--- src/rtl/mssb_idx.sv ---
// Most-significant-set-bit index encoder with one register stage.
// A balanced tree of (valid, index) merge nodes feeds a clock-gated output flop pair.
module mssb_idx #(
  parameter  int WIDTH = 16,
  localparam int IDXW  = $clog2(WIDTH)
) (
  input  logic              i_clk,
  input  logic              i_rst,
  input  logic              i_cg,
  input  logic [WIDTH-1:0]  i_vector,
  output logic [IDXW-1:0]   o_index,
  output logic              o_valid
);

  localparam int PW = 1 << IDXW;

  // Level 0 holds the padded leaves; level IDXW is the single root node.
  // Each level halves the node count, and a node takes its upper child
  // whenever that child is valid.
  for (genvar lvl = 0; lvl <= IDXW; lvl++) begin : g_lvl
    localparam int N = PW >> lvl;
    logic [N-1:0]    v;
    logic [IDXW-1:0] ix [N];

    if (lvl == 0) begin : g_leaf
      for (genvar n = 0; n < PW; n++) begin : g_bit
        // Padding leaves are never valid, so their index can never win.
        if (n < WIDTH) begin : g_real
          assign v[n] = i_vector[n];
        end else begin : g_pad
          assign v[n] = 1'b0;
        end
        assign ix[n] = IDXW'(n);
      end
    end else begin : g_merge
      for (genvar m = 0; m < N; m++) begin : g_node
        assign v[m]  = g_lvl[lvl-1].v[2*m+1] | g_lvl[lvl-1].v[2*m];
        assign ix[m] = g_lvl[lvl-1].v[2*m+1] ? g_lvl[lvl-1].ix[2*m+1]
                                             : g_lvl[lvl-1].ix[2*m];
      end
    end
  end

  logic            enc_valid;
  logic [IDXW-1:0] enc_index;

  assign enc_valid = g_lvl[IDXW].v[0];
  assign enc_index = enc_valid ? g_lvl[IDXW].ix[0] : '0;

  logic [IDXW-1:0] index_d, index_q;
  logic            valid_d, valid_q;

  always_comb begin
    index_d = index_q;
    valid_d = valid_q;
    if (i_cg) begin
      index_d = enc_index;
      valid_d = enc_valid;
    end
  end

  // Reset wins over the clock gate.
  always_ff @(posedge i_clk) begin
    if (i_rst) begin
      index_q <= '0;
      valid_q <= 1'b0;
    end else begin
      index_q <= index_d;
      valid_q <= valid_d;
    end
  end

  assign o_index = index_q;
  assign o_valid = valid_q;

endmodule

--- config.mk ---
export PLATFORM = sky130hd
export DESIGN_NAME = mssb_idx
export DESIGN_NICKNAME = d
export VERILOG_FILES = /design/src/rtl/mssb_idx.sv
export SDC_FILE = /design/constraint.sdc
export NUM_CORES = 1
export LEC_CHECK = 0
export ABC_AREA = 1
export CORE_AREA = 2 2 39 41
export CTS_CLUSTER_SIZE = 40
export DETAILED_ROUTE_END_ITERATION = 7
export DIE_AREA = 0 0 41 43
export PLACE_DENSITY = 0.67
export SYNTH_ARGS = -nofsm -noshare
export SYNTH_HDL_FRONTEND = slang
export SYNTH_SLANG_ARGS = --single-unit
--- constraint.sdc ---
create_clock -name i_clk -period 0.8 [get_ports i_clk]
set_input_delay 0.16 -clock i_clk [delete_from_list [all_inputs] [get_ports i_clk]]
set_output_delay 0.16 -clock i_clk [all_outputs]
set_load 0.01 [all_outputs]
==> results.cfg <==
[global_route]
grt_pass1_wl_mm = 1.538
grt_max_degree = 6
grt_usage = 0.1293
grt_pass1_vias = 433
grt_overflow = 0
grt_antenna_before_repair = 0

[yosys]
synthSimpleGateAreaFrac = 0.4478
synth.area.top_cells = dfxtp_1 27%, nand2_1 18%, inv_1 10%
ys_seq_area_frac = 0.2694
synth_flop_cell = dfxtp_1
synth.distinct_cells = 15
synth_edf_count = 0
synth_top_cell_by_area = dfxtp_1
async_reset_ff_frac = 0
synth_xor_area_frac = 0
netlist_area_um2 = 371.6
ys_warn_count = 0
synth-seq-cells = 5
muxShareOfSynthArea = 0
synth_top_area_share = 0.2694
synth_nets = 80
synth_compound_area_frac = 0.1717
synthAdderAreaFrac = 0
synth_top_family_by_area = simple AND/OR/NAND/NOR gates
postSynthCellCount = 61
postSynthAreaPerCell_um2 = 6.092

[floorplanning]
die_h_um = 43
placeableCoreArea_mm2 = 0.001384
die_area_mm2 = 0.001763
fp.dieW_um = 41
initial_core_util = 0.2685
ioPinCount = 24
fp-row-count = 14

[pwr]
switchingPower_w = 0.0002347
internal_power_w = 0.0005993
power_w = 0.0008340
irDropWorstVdd_mv = 0.2849
p_seq_frac = 0.338
power_density_mw_per_mm2 = 1188
power.share.combinational = 0.303
p_leak_nw = 0.3430
power.share.clock = 0.358
switching_share = 0.2814

[sta]
post-route-period-util = 1.045
hold_violations = 0
period_needed_ps = 835.8
finalSetupViolCount = 5
max_clock_freq_mhz = 1197
slew_viol_final = 0
worstMarginPinSlew_ps = 208.0
skew_ps = 0
timing.slew.headroom = 0.8609
rsz0062_at_grt = true
fin_ws_ps = -35.77

[drt]
drtIter0Drc = 3
drtPass1Iterations = 2
wl_per_cell_um = 8.255
vias = 479
drc = 0
routed_wl_um = 908
viasPerCell = 4.355
ant_nets = 0

[clock_network]
path_clk_slew_ps = 40
clock_sinks = 5
cts_tree = yes
cts_buffers = 3
cts-root-buf = clkbuf_4
clk_latency_ps = 240
h-tree-depth = 1
cts_max_path_buffers = 2

[setup_path]
worstPathCellList = buf_6
slowest_stage = dfxtp_2
crit_path_end_kind = primary output
cp-start-kind = flop
critPathRequiredTime_ps = 640
slowest_delay_ps = 320
crit_buf_inv = 1
r2r_setup_slack_ps = 110
worst_ep_arrival_time_ps = 680
critPathTopFamily = flip-flops
critPathKind = flop to primary output
path_max_fanout = 2

[cells_and_area]
mostFrequentLayoutCells = 16 x nand2_1, 7 x inv_2, 7 x buf_2, 7 x buf_6, 6 x a21oi_1
drive_above_1_share = 0.5532
antenna_cells = 0
syn_to_final_growth_pct = 88.89
layout_commonest_cell = nand2_1
nNetsFinal = 114
finalInstanceArea_um2 = 701.9

[placed_design]
io_buffer_count = 23
place.gp.congestion = 0.6947
dpl.hpwl_um = 751.4
dpl-instance-area_um2 = 666.9

[outcome]
violations = negative setup slack
run_status = finished, violations left

[flow_run]
drv_cap = 0

[hold_path]
hold_class = primary input to flop
[metrics by stage]
step	instances	utilization	hold slack, ps	worst slack [ps]	TNS (ps)
2_1_floorplan	61	-	222.4	-20.16	-20.16
3_3_place_gp	105	0.4819	453.5	-531.3	-3455
4_1_cts	109	0.4955	312.9	-44.05	-202.8
5_1_grt	110	0.5072	353.6	-59.09	-272.5
3_5_place_dp	105	0.4819	456.2	-564.4	-3565
6_report	110	0.5072	323.1	-35.77	-161.4
[final cells by class]
type / count / area [um2]
Clock buffer: 4 / 26.28
Tap cell: 16 / 20.02
Sequential cell: 5 / 106.4
Fill cell: 160 / 681.9
Multi-Input combinational cell: 45 / 280.3
Timing Repair Buffer: 29 / 227.7
Inverter: 11 / 41.29
[cells by family after synthesis]
family,Yosys count
buffers and inverters,11
AND/OR/NAND/NOR,33
flip-flops,5
AO/OA/AOI/OAI,12
[routing by layer]
| layer | part of all wire | track usage |
|---|---|---|
| met3 | 0.068 | 0.03141 |
| met4 | 0.024 | 0.1000 |
| met5 | 0 | 0 |
| met1 | 0.41 | 0.1470 |
| met2 | 0.50 | 0.1938 |
[what timing repair did]
item / in CTS / in global routing
pin swaps: 15 / 11
setup buffers: 0 / 1
endpoints found under the setup margin: 10 / 9
resized for setup: 83 / 15
hold buffers: 0 / 0
[power by group through the flow]
stage	Clock, W	Combinational, W	Sequential [W]
after floorplan	0	0.0000785	0.000288
after global placement	0	0.000251	0.000279
after detailed placement	0	0.000253	0.000280
after CTS	0.000310	0.000239	0.000283
after global routing	0.000324	0.000280	0.000284
final	0.000299	0.000253	0.000282
[path summary, 6_finish.rpt]
kind / start / end / depth (start not counted)
worst max register to register: o_valid / o_valid / 3
worst max-delay path: o_index[1] / o_index[1] / 1
worst min-delay path: i_vector[8] / o_index[2] / 6
worst min register to register: o_index[1] / o_index[1] / 2
[Yosys cell counts, types with 2 or more instances]
master     n
nand2_1   18
inv_1     10
a21oi_1    7
dfxtp_1    5
o21ai_0    4
nor2_1     3
nand2_2    2
nand3_1    2
nand3_2    2
nand3b_1   2
nor2_2     2
[sequential cells by signal, summed over array words and instances (netlist names)]
name	count
o_valid	1
o_index	4
(Power assumes the default switching activity.)
